==> src/rtl/usb2_pkg.sv <==
// Shared USB2 receive-path definitions: default elasticity/drift constants and
// the add/drop controller state encoding, used by ad_fifo and its controller.
package usb2_pkg;

    localparam int FIFO_SIZE    = 16;
    localparam int ACC_W_DEF    = 6;
    localparam int THRESH_DEF   = 4;
    localparam int HOLDOFF_DEF  = 8;
    localparam int RECOVER_DEF  = 16;
    // The net slip may not exceed what half the elasticity buffer can absorb.
    localparam int MAX_OFF_DEF  = FIFO_SIZE / 2 - 1;

    typedef enum logic [2:0] {
        ST_TRACK      = 3'd0,
        ST_ISSUE_ADD  = 3'd1,
        ST_ISSUE_DROP = 3'd2,
        ST_HOLD       = 3'd3,
        ST_FAULT      = 3'd4
    } ad_fifo_ctrl_state_t;

    function automatic int off_width(input int max_off);
        return $clog2(max_off + 1) + 1;
    endfunction

    function automatic int cnt_width(input int holdoff, input int recover);
        int m;
        m = (holdoff > recover) ? holdoff : recover;
        return $clog2(m + 1);
    endfunction

endpackage

==> src/rtl/ad_fifo_ctrl_if.sv <==
// Signals between the drift controller, the receive phase detector and ad_fifo.
// master = the controller, slave = the phase detector / FIFO side.
interface ad_fifo_ctrl_if #(
    parameter int OFF_W = usb2_pkg::off_width(usb2_pkg::MAX_OFF_DEF)
) ();

    logic                    crd;
    logic                    early;
    logic                    late;
    logic                    overflow;
    logic                    underflow;
    logic                    add;
    logic                    drop;
    logic                    fault;
    logic                    limit;
    logic signed [OFF_W-1:0] offset;

    modport master (
        input  crd, early, late, overflow, underflow,
        output add, drop, fault, limit, offset
    );

    modport slave (
        output crd, early, late, overflow, underflow,
        input  add, drop, fault, limit, offset
    );

endinterface

==> src/rtl/ad_fifo_ctrl_drift_accum.sv <==
// Saturating signed up/down drift accumulator with synchronous clear and an
// optional clamp to +/-THRESH used while the net offset sits at its limit.
module drift_accum #(
    parameter int ACC_W  = 6,
    parameter int THRESH = 4
) (
    input  logic                    clk,
    input  logic                    rst_n,
    input  logic                    en,
    input  logic                    clear,
    input  logic                    clamp_hi,
    input  logic                    clamp_lo,
    input  logic                    up,
    input  logic                    down,
    output logic signed [ACC_W-1:0] acc
);

    localparam int W = ACC_W + 1;
    localparam logic signed [W-1:0] SAT_POS = W'(2 ** (ACC_W - 1) - 1);
    localparam logic signed [W-1:0] SAT_NEG = W'(-(2 ** (ACC_W - 1) - 1));
    localparam logic signed [W-1:0] CLP_POS = W'(THRESH);
    localparam logic signed [W-1:0] CLP_NEG = W'(-THRESH);
    localparam logic signed [W-1:0] ONE     = W'(1);

    logic signed [W-1:0]     sum;
    logic signed [ACC_W-1:0] acc_d;

    // NOTE: every variable written here gets a default first, so no path leaves it unassigned (no latch).
    always_comb begin
        sum   = {acc[ACC_W-1], acc};
        acc_d = acc;
        if (up && !down) begin
            sum = sum + ONE;
        end else if (down && !up) begin
            sum = sum - ONE;
        end
        // One extra bit of headroom lets saturation be a plain compare.
        if (sum > SAT_POS) begin
            sum = SAT_POS;
        end else if (sum < SAT_NEG) begin
            sum = SAT_NEG;
        end
        if (clamp_hi && sum > CLP_POS) begin
            sum = CLP_POS;
        end
        if (clamp_lo && sum < CLP_NEG) begin
            sum = CLP_NEG;
        end
        if (clear) begin
            acc_d = '0;
        end else if (en) begin
            acc_d = sum[ACC_W-1:0];
        end
    end

    // NOTE: sequential state uses non-blocking assignments; reset is asynchronous and active-low.
    always_ff @(posedge clk or negedge rst_n) begin
        if (!rst_n) begin
            acc <= '0;
        end else begin
            acc <= acc_d;
        end
    end

endmodule

==> src/rtl/ad_fifo_ctrl.sv <==
// USB2 add/drop elasticity drift controller: turns integrated Early/Late phase
// pulses into CRD-aligned single-cycle Add/Drop slips, with holdoff, offset limit and fault recovery.
module ad_fifo_ctrl
    import usb2_pkg::*;
#(
    parameter int ACC_W   = ACC_W_DEF,
    parameter int THRESH  = THRESH_DEF,
    parameter int HOLDOFF = HOLDOFF_DEF,
    parameter int MAX_OFF = MAX_OFF_DEF,
    parameter int RECOVER = RECOVER_DEF
) (
    input logic            clk,
    input logic            rst_n,
    ad_fifo_ctrl_if.master bus
);

    localparam int OFF_W = off_width(MAX_OFF);
    localparam int CNT_W = cnt_width(HOLDOFF, RECOVER);

    localparam logic signed [OFF_W-1:0] OFF_POS = OFF_W'(MAX_OFF);
    localparam logic signed [OFF_W-1:0] OFF_NEG = OFF_W'(-MAX_OFF);
    localparam logic signed [OFF_W-1:0] OFF_ONE = OFF_W'(1);
    localparam logic signed [ACC_W-1:0] THR_POS = ACC_W'(THRESH);
    localparam logic signed [ACC_W-1:0] THR_NEG = ACC_W'(-THRESH);
    localparam logic [CNT_W-1:0]        HOLD_LD = CNT_W'(HOLDOFF - 1);
    localparam logic [CNT_W-1:0]        RECV_LD = CNT_W'(RECOVER - 1);
    localparam logic [CNT_W-1:0]        CNT_ONE = CNT_W'(1);

    ad_fifo_ctrl_state_t     state_q, state_d;
    logic [CNT_W-1:0]        cnt_q, cnt_d;
    logic signed [OFF_W-1:0] off_q, off_d;
    logic                    fault_q, fault_d;

    logic                    acc_en;
    logic                    acc_clr;
    logic                    clamp_hi;
    logic                    clamp_lo;
    logic signed [ACC_W-1:0] acc;
    logic                    fifo_err;

    assign fifo_err = bus.overflow | bus.underflow;

    drift_accum #(
        .ACC_W  (ACC_W),
        .THRESH (THRESH)
    ) u_accum (
        .clk      (clk),
        .rst_n    (rst_n),
        .en       (acc_en),
        .clear    (acc_clr),
        .clamp_hi (clamp_hi),
        .clamp_lo (clamp_lo),
        .up       (bus.late),
        .down     (bus.early),
        .acc      (acc)
    );

    always_comb begin
        state_d  = state_q;
        cnt_d    = cnt_q;
        off_d    = off_q;
        fault_d  = fault_q;
        acc_en   = 1'b1;
        acc_clr  = 1'b0;
        clamp_hi = 1'b0;
        clamp_lo = 1'b0;

        unique case (state_q)
            ST_TRACK: begin
                // At the offset limit the accumulator is pinned so it cannot wind up.
                if (acc >= THR_POS) begin
                    if (off_q < OFF_POS) state_d = ST_ISSUE_ADD;
                    else                 clamp_hi = 1'b1;
                end else if (acc <= THR_NEG) begin
                    if (off_q > OFF_NEG) state_d = ST_ISSUE_DROP;
                    else                 clamp_lo = 1'b1;
                end
            end
            ST_ISSUE_ADD, ST_ISSUE_DROP: begin
                if (bus.crd) begin
                    off_d   = (state_q == ST_ISSUE_ADD) ? off_q + OFF_ONE : off_q - OFF_ONE;
                    acc_clr = 1'b1;
                    state_d = ST_HOLD;
                    cnt_d   = HOLD_LD;
                end
            end
            ST_HOLD: begin
                if (cnt_q == '0) state_d = ST_TRACK;
                else             cnt_d   = cnt_q - CNT_ONE;
            end
            ST_FAULT: begin
                acc_en = 1'b0;
                if (cnt_q == '0) state_d = ST_TRACK;
                else             cnt_d   = cnt_q - CNT_ONE;
            end
            default: begin
                state_d = ST_TRACK;
            end
        endcase

        // FIFO errors override everything, including a command issued this cycle.
        if (fifo_err) begin
            state_d = ST_FAULT;
            cnt_d   = RECV_LD;
            off_d   = '0;
            fault_d = 1'b1;
            acc_clr = 1'b1;
        end
    end

    always_ff @(posedge clk or negedge rst_n) begin
        if (!rst_n) begin
            state_q <= ST_TRACK;
            cnt_q   <= '0;
            off_q   <= '0;
            fault_q <= 1'b0;
        end else begin
            state_q <= state_d;
            cnt_q   <= cnt_d;
            off_q   <= off_d;
            fault_q <= fault_d;
        end
    end

    assign bus.add    = (state_q == ST_ISSUE_ADD)  & bus.crd;
    assign bus.drop   = (state_q == ST_ISSUE_DROP) & bus.crd;
    assign bus.fault  = fault_q;
    assign bus.limit  = (off_q == OFF_POS) | (off_q == OFF_NEG);
    assign bus.offset = off_q;

endmodule

==> src/flat_wrapper.sv <==
// flat-port wrapper written by rule: the top's interface ports become plain ports
module ad_fifo_ctrl_flat import usb2_pkg::*;
#(
    parameter int ACC_W   = ACC_W_DEF,
    parameter int THRESH  = THRESH_DEF,
    parameter int HOLDOFF = HOLDOFF_DEF,
    parameter int MAX_OFF = MAX_OFF_DEF,
    parameter int RECOVER = RECOVER_DEF
)
  (clk, rst_n, bus_crd, bus_early, bus_late, bus_overflow, bus_underflow, bus_add, bus_drop, bus_fault, bus_limit, bus_offset);
  ad_fifo_ctrl_if #(.OFF_W(($clog2(MAX_OFF + 1) + 1))) bus_i ();
  input logic clk;
  input logic rst_n;
  input wire logic [$bits(bus_i.crd)-1:0] bus_crd;
  input wire logic [$bits(bus_i.early)-1:0] bus_early;
  input wire logic [$bits(bus_i.late)-1:0] bus_late;
  input wire logic [$bits(bus_i.overflow)-1:0] bus_overflow;
  input wire logic [$bits(bus_i.underflow)-1:0] bus_underflow;
  output wire logic [$bits(bus_i.add)-1:0] bus_add;
  output wire logic [$bits(bus_i.drop)-1:0] bus_drop;
  output wire logic [$bits(bus_i.fault)-1:0] bus_fault;
  output wire logic [$bits(bus_i.limit)-1:0] bus_limit;
  output wire logic [$bits(bus_i.offset)-1:0] bus_offset;
  assign bus_i.crd = bus_crd;
  assign bus_i.early = bus_early;
  assign bus_i.late = bus_late;
  assign bus_i.overflow = bus_overflow;
  assign bus_i.underflow = bus_underflow;
  assign bus_add = bus_i.add;
  assign bus_drop = bus_i.drop;
  assign bus_fault = bus_i.fault;
  assign bus_limit = bus_i.limit;
  assign bus_offset = bus_i.offset;
  ad_fifo_ctrl #(.ACC_W(ACC_W), .THRESH(THRESH), .HOLDOFF(HOLDOFF), .MAX_OFF(MAX_OFF), .RECOVER(RECOVER)) u_core (.clk(clk), .rst_n(rst_n), .bus(bus_i));
endmodule
==> config.mk <==
export PLATFORM = sky130hd
export DESIGN_NAME = ad_fifo_ctrl_flat
export DESIGN_NICKNAME = d
export VERILOG_FILES = /design/src/rtl/usb2_pkg.sv /design/src/rtl/ad_fifo_ctrl_if.sv /design/src/rtl/ad_fifo_ctrl_drift_accum.sv /design/src/rtl/ad_fifo_ctrl.sv /design/src/flat_wrapper.sv
export SDC_FILE = /design/constraint.sdc
export NUM_CORES = 1
export LEC_CHECK = 0
export CAP_MARGIN = 20
export CORE_AREA = 4 4 80 82
export CTS_BUF_LIST = sky130_fd_sc_hd__clkbuf_4
export DETAILED_ROUTE_END_ITERATION = 10
export DIE_AREA = 0 0 84 86
export SETUP_SLACK_MARGIN = 0.05
export SYNTH_ARGS = -nofsm -noshare
export SYNTH_HDL_FRONTEND = slang
export SYNTH_SLANG_ARGS = --single-unit
==> constraint.sdc <==
create_clock -name clk -period 2.88 [get_ports clk]
set_input_delay 0.288 -clock clk [delete_from_list [all_inputs] [get_ports clk]]
set_output_delay 0.288 -clock clk [all_outputs]
set_load 0.01 [all_outputs]
# Word level (Yosys, flattened, before mapping)
# Index checks and enable logic that the tools add are counted.
# W data, S select, Z words.
# totals
wordCells,85
regBits,19
# op_classes
muxes,34
bitwise,4
reduce_logical,16
magnitude_cmp,8
n_eq_ne,13
add_sub_neg,5
# ops
cell,n
$mux W7,5
$mux W3,7
$mux W6,3
$mux W4,4
$mux W5,3
$mux W1,10
$pmux W5 S2,1
$pmux W3 S3,1
$eq A4 B4 Y1 const B,2
$ne A4 B1 Y1 const B,2
$add A6 B2 Y7 const B,1
$gt A7 B4 Y1 const B,1
$gt A7 B6 Y1 const B,1
$lt A7 B3 Y1 const B,1
$lt A7 B6 Y1 const B,1
$sub A6 B2 Y7 const B,1
$eq A3 B2 Y1 const B,2
$ge A6 B4 Y1 const B,1
$le A6 B3 Y1 const B,1
$ne A3 B2 Y1 const B,2
$logic_not A5 Y1,1
$reduce_and A5 Y1,1
$sub A5 B1 Y5 const B,1
$add A4 B2 Y4 const B,1
18 further kinds,26

# Depth between registers and ports, before layout
# Gate-level depths: netlist of the first run.
# depth
word_depth,15
depth_mapped,10
depth_no_buf,9

# Modules after synthesis
# From an unflattened synthesis of the first run, not the netlist that was laid out.
# unflattened
cells_unflattened,205
area_unflattened_um2,1746.7
# modules_own_cells
mod,seq_area_each_um2,cells_each,area_per_inst_um2,instances
ad_fifo_ctrl,325.3,106,953.4,1
drift_accum,150.1,99,793.3,1

# Worst setup path before layout of the first run
# Ideal clock, no wire load.
# synth_timing
path_kind,reg2reg
start,reg u_core.u_accum.acc[0]
end,reg u_core.u_accum.acc[0]
n_path_buf,1
period_less_slack_ns,2.191
path_stages_with_launch,10
setup_time_ns,0.111
path_slack_ns,0.689
arrival_time_ns,2.079
cell_sequence,dfrtp_1 buf_6 inv_1 ha_1 and3b_1 a211oi_1 or2_2 o41ai_2 mux2i_1 a2111oi_2
# synth_via
elab_chain_cells,14
# synth_rtl
element,line_no,source
"start, declared",ad_fifo_ctrl_drift_accum.sv:15,output logic signed [ACC_W-1:0] acc
"start signal, assigned",ad_fifo_ctrl_drift_accum.sv:59,acc <= '0;
"start signal, assigned",ad_fifo_ctrl_drift_accum.sv:61,acc <= acc_d;
$sub A6 B2 Y7,ad_fifo_ctrl_drift_accum.sv:35,sum = sum - ONE;
$mux W7,ad_fifo_ctrl_drift_accum.sv:34,end else if (down && !up) begin
$mux W7,ad_fifo_ctrl_drift_accum.sv:32,if (up && !down) begin
$lt A7 B6 Y1,ad_fifo_ctrl_drift_accum.sv:40,end else if (sum < SAT_NEG) begin
$mux W7,ad_fifo_ctrl_drift_accum.sv:40,
$mux W7,ad_fifo_ctrl_drift_accum.sv:38,if (sum > SAT_POS) begin
$gt A7 B4 Y1,ad_fifo_ctrl_drift_accum.sv:43,if (clamp_hi && sum > CLP_POS) begin
$logic_and A1 B1 Y1,ad_fifo_ctrl_drift_accum.sv:43,
$mux W7,ad_fifo_ctrl_drift_accum.sv:43,
$lt A7 B3 Y1,ad_fifo_ctrl_drift_accum.sv:46,if (clamp_lo && sum < CLP_NEG) begin
$logic_and A1 B1 Y1,ad_fifo_ctrl_drift_accum.sv:46,
$mux W6 (*),ad_fifo_ctrl_drift_accum.sv:46,
$mux W6 (*),ad_fifo_ctrl_drift_accum.sv:51,end else if (en) begin
$mux W6 (*),ad_fifo_ctrl_drift_accum.sv:49,if (clear) begin
# Mark *: on every way between the ends. The rest lies on a longest branch, timed or not. The select of a mux whose other input is x is not followed.
# A chain may end at the register's enable or synchronous reset.

# Final worst setup path of the first run
# layout_timing
start,reg u_core.u_accum.acc[0]
end,reg u_core.u_accum.acc[3]
# The elaborated chain is that of the path after synthesis.

==> results of run 1 <==
-- flip-flops by register name (all words and copies together) (netlist names) --
name and flops:
u_core.state_q 3, u_core.bus.fault 1, u_core.cnt_q 5, u_core.bus.offset 4
u_core.u_accum.acc 6
-- Yosys cell counts, types with 3 or more instances --
cell	count	share of area [%]
nand3_1	3	0.90
dfrtp_1	19	28
ha_1	7	5.2
maj3_1	3	1.8
buf_2	4	1.2
clkbuf_1	5	1.1
a21oi_1	8	2.4
inv_1	6	1.3
or3_1	4	1.5
o21ai_0	8	2.4
nand3b_1	3	1.3
xnor2_1	6	3.1
a211oi_1	3	1.3
nor3_1	5	1.5
nor2_1	24	5.4
nand2b_1	4	1.5
or2_2	5	1.9
xor2_1	6	3.1
nand2_1	20	4.5
mux2i_1	5	3.0
a21o_1	3	1.3
-- final timing paths --
check	to	slack (ns)	cells after the start
worst max-delay path	u_core.u_accum.acc[3]	0.27	8
worst min-delay path	u_core.cnt_q[3]	0.47	1
worst max register to register	u_core.u_accum.acc[3]	0.27	8
worst min register to register	u_core.bus.fault	0.49	1
max in group asynchronous	u_core.u_accum.acc[2]	1.86	1
min in group clk	u_core.bus.fault	0.49	1
-- cell type report --
class                   count  area (um2)
clock inverters             1        5.00
repair buffers             18         170
flip-flops and latches     19         475
clock buffers               3        22.5
multi-input cells         159        1120
inverters                   6        22.5
fillers                   629        3840
well taps                  75        93.8
-- power groups by stage --
stage / combinational (mW) / clock [mW] / sequential, mW
6_report: 0.0696 / 0.145 / 0.269
2_1_floorplan: 0.0442 / 0 / 0.274
5_1_grt: 0.0764 / 0.158 / 0.269
3_5_place_dp: 0.0698 / 0 / 0.274
4_1_cts: 0.0699 / 0.147 / 0.269
3_3_place_gp: 0.0696 / 0 / 0.274
-- layer usage --
layer	share of wire (%)	global-route usage, %	up-vias
met5	0	0	-
met4	0.66	2.34	0
li1	-	-	723
met2	47	18.7	16
met3	1.8	1.25	2
met1	51	14.6	679
-- logic make-up (layout without fill, tap and decap cells) --
kind of cell	Yosys count	after routing	share of synthesized area, %
DFF	19	19	28.5
xor gates and xnor gates	13	13	7.94
buffers and inverters	17	28	4.57
muxes	7	7	4.34
and+or+nand+nor	86	86	27.4
AOI/OAI and AO/OA	42	42	19.0
adders and majority gates	11	11	8.24
-- critical path, stage by stage, from the launching register on --
cell,delay [ns]
dfrtp_1,0.54
inv_1,0.14
ha_1,0.37
and3b_1,0.21
a211oi_1,0.37
o32ai_1,0.15
a222oi_1,0.32
o31a_1,0.28
o41ai_1,0.11
==> impl_metrics.py, run 1 <==
metrics = {
    "timing": {
        "fin_ws_ns": 0.266,
        "relSlewSlack_pct": 40.6,
        "hold-worst-slack_ns": 0.470,
        "rsz0062_at_grt": "no",
        "timing.setup.tns_ns": 0,
        "hold_viol": 0,
        "finalSetupViolations": 0,
        "fmax_mhz": 383,
        "fin_crit_sh_pct": 90.8,
        "worstMarginPinSlew_ns": 0.888,
        "fin_crit_ns": 2.61,
        "drv_slew": 0,
        "final.setup_skew_ns": 0.00749,
    },
    "synthesis": {
        "netlist_area_um2": 1670,
        "ys_async_sr_fraction_pct": 100,
        "synth-seq-cells": 19,
        "synth_cell_types": 59,
        "synth.yosys.seq_area_share_pct": 28.5,
        "synth_nets": 210,
        "synth_ff_type": "dfrtp_1",
        "yosys_warnings": 0,
        "synthCells": 195,
        "synth-edff-count": 0,
        "synth_area_per_cell_um2": 8.57,
    },
    "final_layout": {
        "instances_no_fill": 281,
        "nets": 222,
        "final_cell_mix": "nor2_1 (24), nand2_1 (20), dfrtp_1 (19)",
        "drive_above_1_share_pct": 11.2,
        "fin_area_um2": 1910,
        "layout_commonest_cell": "nor2_1",
        "area_growth_pct": 14.2,
        "diodes": 0,
        "final_core_util_pct": 33.2,
    },
    "clock_tree": {
        "cts_buffers": 3,
        "htreeDepth": 1,
        "clock_latency_ns": 0.30,
        "clkTransAtPathRegs_ns": 0.13,
        "clock-root-buffer": "clkbuf_4",
        "numClockSinks": 19,
        "cts-resized-gates": 0,
        "cts_tree": "done",
        "postCtsSetupRepairBufs": 0,
        "hold_buffers": 0,
        "cts_max_path_buffers": 2,
    },
    "detailed_routing": {
        "firstDrtPassIters": 4,
        "avgRoutedWirePerCell_um": 13.4,
        "drc": 0,
        "viasPerCell": 5.05,
        "vias": 1420,
        "drt-initial-drc-count": 61,
        "antenna_left": 0,
        "routed_wl_um": 3760,
    },
    "placement": {
        "placed_cells": 277,
        "post-dp-hpwl_um": 2810,
        "port_buffers": 14,
        "place.gp.congestion": 0.830,
        "dp_slack_ns": 0.229,
        "dpl_cell_area_um2": 1880,
    },
    "grt": {
        "antenna_found_initial": 0,
        "overflow": 0,
        "grt_usage_pct": 10.8,
        "grt_pass1_wl_um": 6490,
        "grt_max_degree": 20,
        "grt_pass1_vias": 1347,
    },
    "status": {
        "outcome": "finished, final reports clean",
    },
    "die": {
        "coreArea_um2": 5750,
        "design.die.area_um2": 7220,
        "die_h_um": 86,
        "start_util_pct": 29.1,
        "die-width_um": 84,
        "io_pins": 15,
        "row_count": 28,
    },
    "power": {
        "powerDensity_nw_per_um2": 253,
        "ir_drop_uv": 84.5,
        "p_int_mw": 0.351,
        "totalPowerFinal_mw": 0.483,
        "pwr-share-seq_pct": 55.6,
        "p_switching_mw": 0.132,
        "power.leakage_nw": 0.730,
        "switching_share_pct": 27.4,
        "power.share.clock_pct": 30.0,
        "p_comb_share_pct": 14.4,
    },
    "worst_setup_path": {
        "worst-path-max-fanout": 10,
        "rr_startpoint": "u_core.u_accum.acc[0]",
        "crit_start": "u_core.u_accum.acc[0]",
        "cp.required_ns": 3.03,
        "worstSetupPathType": "reg2reg",
        "cp.arrival_ns": 2.77,
        "endpoint_kind": "flip-flop",
        "startpoint_type": "flip-flop",
    },
    "min_path": {
        "hold_class": "in2async",
    },
    "flow_run": {
        "drv_cap": 0,
    },
}
No activity file was read; power rests on OpenSTA's default activity.
==> run 2, diff against run 1 <==
--- a/config.mk
+++ b/config.mk
@@ -6,11 +6,12 @@
 export NUM_CORES = 1
 export LEC_CHECK = 0
 export CAP_MARGIN = 20
-export CORE_AREA = 4 4 80 82
+export CORE_AREA = 4 4 69 71
 export CTS_BUF_LIST = sky130_fd_sc_hd__clkbuf_4
 export DETAILED_ROUTE_END_ITERATION = 10
-export DIE_AREA = 0 0 84 86
+export DIE_AREA = 0 0 73 75
 export SETUP_SLACK_MARGIN = 0.05
 export SYNTH_ARGS = -nofsm -noshare
 export SYNTH_HDL_FRONTEND = slang
+export SYNTH_HIERARCHICAL = 1
 export SYNTH_SLANG_ARGS = --single-unit
==> run 2 against run 1 <==
- critical path type is now reg2out
- critical endpoint is now bus_drop
- register-to-register slack improved by 0.21 ns
- global-route usage grew 6.3 points
- critical path depth decreased by 4
- total power shrank 0.11%
- sequential power about the same
- sequential share of layout area is 0.71 points lower
==> impl_metrics.py, run 2 <==
metrics = {
    "die": {
        "coreArea_um2": 4230,
        "die-width_um": 73,
        "design.die.area_um2": 5480,
        "start_util_pct": 41.3,
        "row_count": 24,
        "die_h_um": 75,
        "io_pins": 15,
    },
    "detailed_routing": {
        "drt-initial-drc-count": 106,
        "vias": 1576,
        "antenna_left": 0,
        "viasPerCell": 5.84,
        "routed_wl_um": 4140,
        "firstDrtPassIters": 4,
        "avgRoutedWirePerCell_um": 15.3,
        "drc": 0,
    },
    "timing": {
        "final.setup_skew_ns": 0.00266,
        "fin_crit_sh_pct": 90.3,
        "worstMarginPinSlew_ns": 0.892,
        "finalSetupViolations": 0,
        "timing.setup.tns_ns": 0,
        "relSlewSlack_pct": 40.3,
        "rsz0062_at_grt": "no",
        "drv_slew": 0,
        "hold_viol": 0,
        "fmax_mhz": 384,
        "fin_crit_ns": 2.60,
    },
    "synthesis": {
        "yosysMostFrequentCell": "dfrtp_1",
        "synthTopCellsByCount": "dfrtp_1 (19), nor2_1 (18), inv_1 (14), nand2_1 (12), a21oi_1 (11)",
        "synthCells": 205,
        "synth-edff-count": 0,
        "yosys_warnings": 6,
        "synth_cell_types": 68,
        "synth_area_per_cell_um2": 8.52,
        "synth-seq-cells": 19,
        "ys_async_sr_fraction_pct": 100,
        "synth_ff_type": "dfrtp_1",
        "synth_nets": 218,
        "netlist_top_cells_area": "dfrtp_1 (27%), nor2_1 (3.9%), ha_1 (3.6%)",
        "netlist_area_um2": 1750,
        "yosys.area.top_type": "dfrtp_1",
        "yosys.area.top_type_share_pct": 27.2,
        "synth.yosys.seq_area_share_pct": 27.2,
    },
    "power": {
        "power.leakage_nw": 0.733,
        "ir_drop_uv": 189,
        "powerDensity_nw_per_um2": 246,
    },
    "clock_tree": {
        "cts_buffers": 3,
        "cts_max_path_buffers": 2,
        "cts_tree": "done",
        "hold_buffers": 0,
        "clock_latency_ns": 0.30,
        "postCtsSetupRepairBufs": 0,
        "clkTransAtPathRegs_ns": 0.12,
        "cts-resized-gates": 0,
        "htreeDepth": 1,
        "clock-root-buffer": "clkbuf_4",
        "numClockSinks": 19,
    },
    "final_layout": {
        "drive_above_1_share_pct": 12.8,
        "area_growth_pct": 12.5,
        "final_core_util_pct": 46.4,
        "layout_commonest_cell": "dfrtp_1",
        "diodes": 0,
        "regMostFlops": "u_core/u_accum/acc",
        "final_cell_mix": "dfrtp_1 (19), nor2_1 (18), clkdlybuf4s50_1 (14), inv_1 (14), nand2_1 (12)",
        "largest_reg_flops": 6,
        "nets": 232,
    },
    "placement": {
        "post-dp-hpwl_um": 3100,
        "port_buffers": 14,
        "place.gp.congestion": 0.835,
    },
    "status": {
        "outcome": "finished, final reports clean",
    },
    "flow_run": {
        "drv_cap": 0,
    },
    "min_path": {
        "hold_class": "in2async",
    },
    "worst_setup_path": {
        "rr_startpoint": "u_core/u_accum/acc[2]",
        "crit_start": "u_core/state_q[1]",
        "worst-path-max-fanout": 12,
        "cp.required_ns": 2.59,
        "endpoint_kind": "primary output",
        "cp.arrival_ns": 2.31,
        "worstSetupPathType": "reg2out",
        "startpoint_type": "flip-flop",
    },
    "grt": {
        "antenna_found_initial": 0,
        "grt_pass1_vias": 1583,
        "grt_pass1_wl_um": 7400,
        "grt_usage_pct": 17.1,
        "overflow": 0,
        "grt_max_degree": 20,
    },
}
## run 2: cell types whose count changed after synthesis, moves of 3 or more
| cell | delta |
|---|---|
| a21oi_1 | +3 |
| inv_1 | +8 |
| maj3_1 | -3 |
| nand2_1 | -8 |
| nand2b_1 | -3 |
| nand3b_1 | +4 |
| nor2_1 | -6 |
| nor2b_1 | +3 |
| nor4_1 | +3 |
| o211ai_1 | +3 |
| or2_2 | -3 |
| xnor2_1 | -4 |
| xor2_1 | -3 |
## run 2: report_power, final
| part | switching [mW] | internal (mW) | total (mW) |
|---|---|---|---|
| registers | 0.00110 | 0.268 | 0.269 |
| logic | 0.0403 | 0.0311 | 0.0714 |
| clock network | 0.0905 | 0.0518 | 0.142 |
## run 2: path summary, 6_finish.rpt
check | slack, ns | endpoint | cells after the start
worst max-delay path | 0.28 | bus_drop | 4
worst min-delay path | 0.47 | u_core/bus.fault | 1
worst max register to register | 0.48 | u_core/u_accum/acc[3] | 6
worst min register to register | 0.50 | u_core/bus.fault | 1
max in group asynchronous | 1.86 | u_core/u_accum/acc[2] | 1
min in group clk | 0.50 | u_core/bus.fault | 1
## run 2: critical path: stages, from the launching register on
cell and delay, ns:
dfrtp_1 0.60, inv_1 0.11, or4b_2 0.70, inv_1 0.07, clkdlybuf4s50_1 0.53
## run 2: logic make-up after synthesis
group | Yosys count | share of synthesized area, %
buf+inv | 25 | 6.45
mux | 3 | 1.72
simple gates | 87 | 31.4
compound gates | 60 | 26.0
xor+xnor | 5 | 2.51
flops | 19 | 27.2
fa+ha+maj | 6 | 4.73
## run 2: cell type report
type                            instances  area [um2]
Fill cell                             440        2270
Multi-Input combinational cell        161        1160
Timing Repair Buffer                   20         185
Clock buffer                            3        22.5
Sequential cell                        19         475
Tap cell                               52        65.1
Clock inverter                          1        5.00
Inverter                               14        52.6
## run 2: metal layers
metal  global-route usage [%]  wire length [um]  vias to the layer above
met5                        0                 0                        -
met4                     6.15                40                        0
met3                     1.74                80                        4
met2                     28.8              2020                       22
met1                     22.8              1990                      748
li1                         -                 -                      802
## run 2: through the flow
step	std cells	power, mW	area [um2]	setup WS (ns)	hold slack [ns]
3_5_place_dp	266	0.346	1940	0.194	0.473
5_1_grt	270	0.514	1960	0.177	0.539
6_report	270	0.483	1960	0.278	0.472
4_1_cts	270	0.493	1960	0.260	0.500
3_3_place_gp	266	0.346	1940	0.236	0.467
2_1_floorplan	205	0.321	1750	0.675	-0.00759
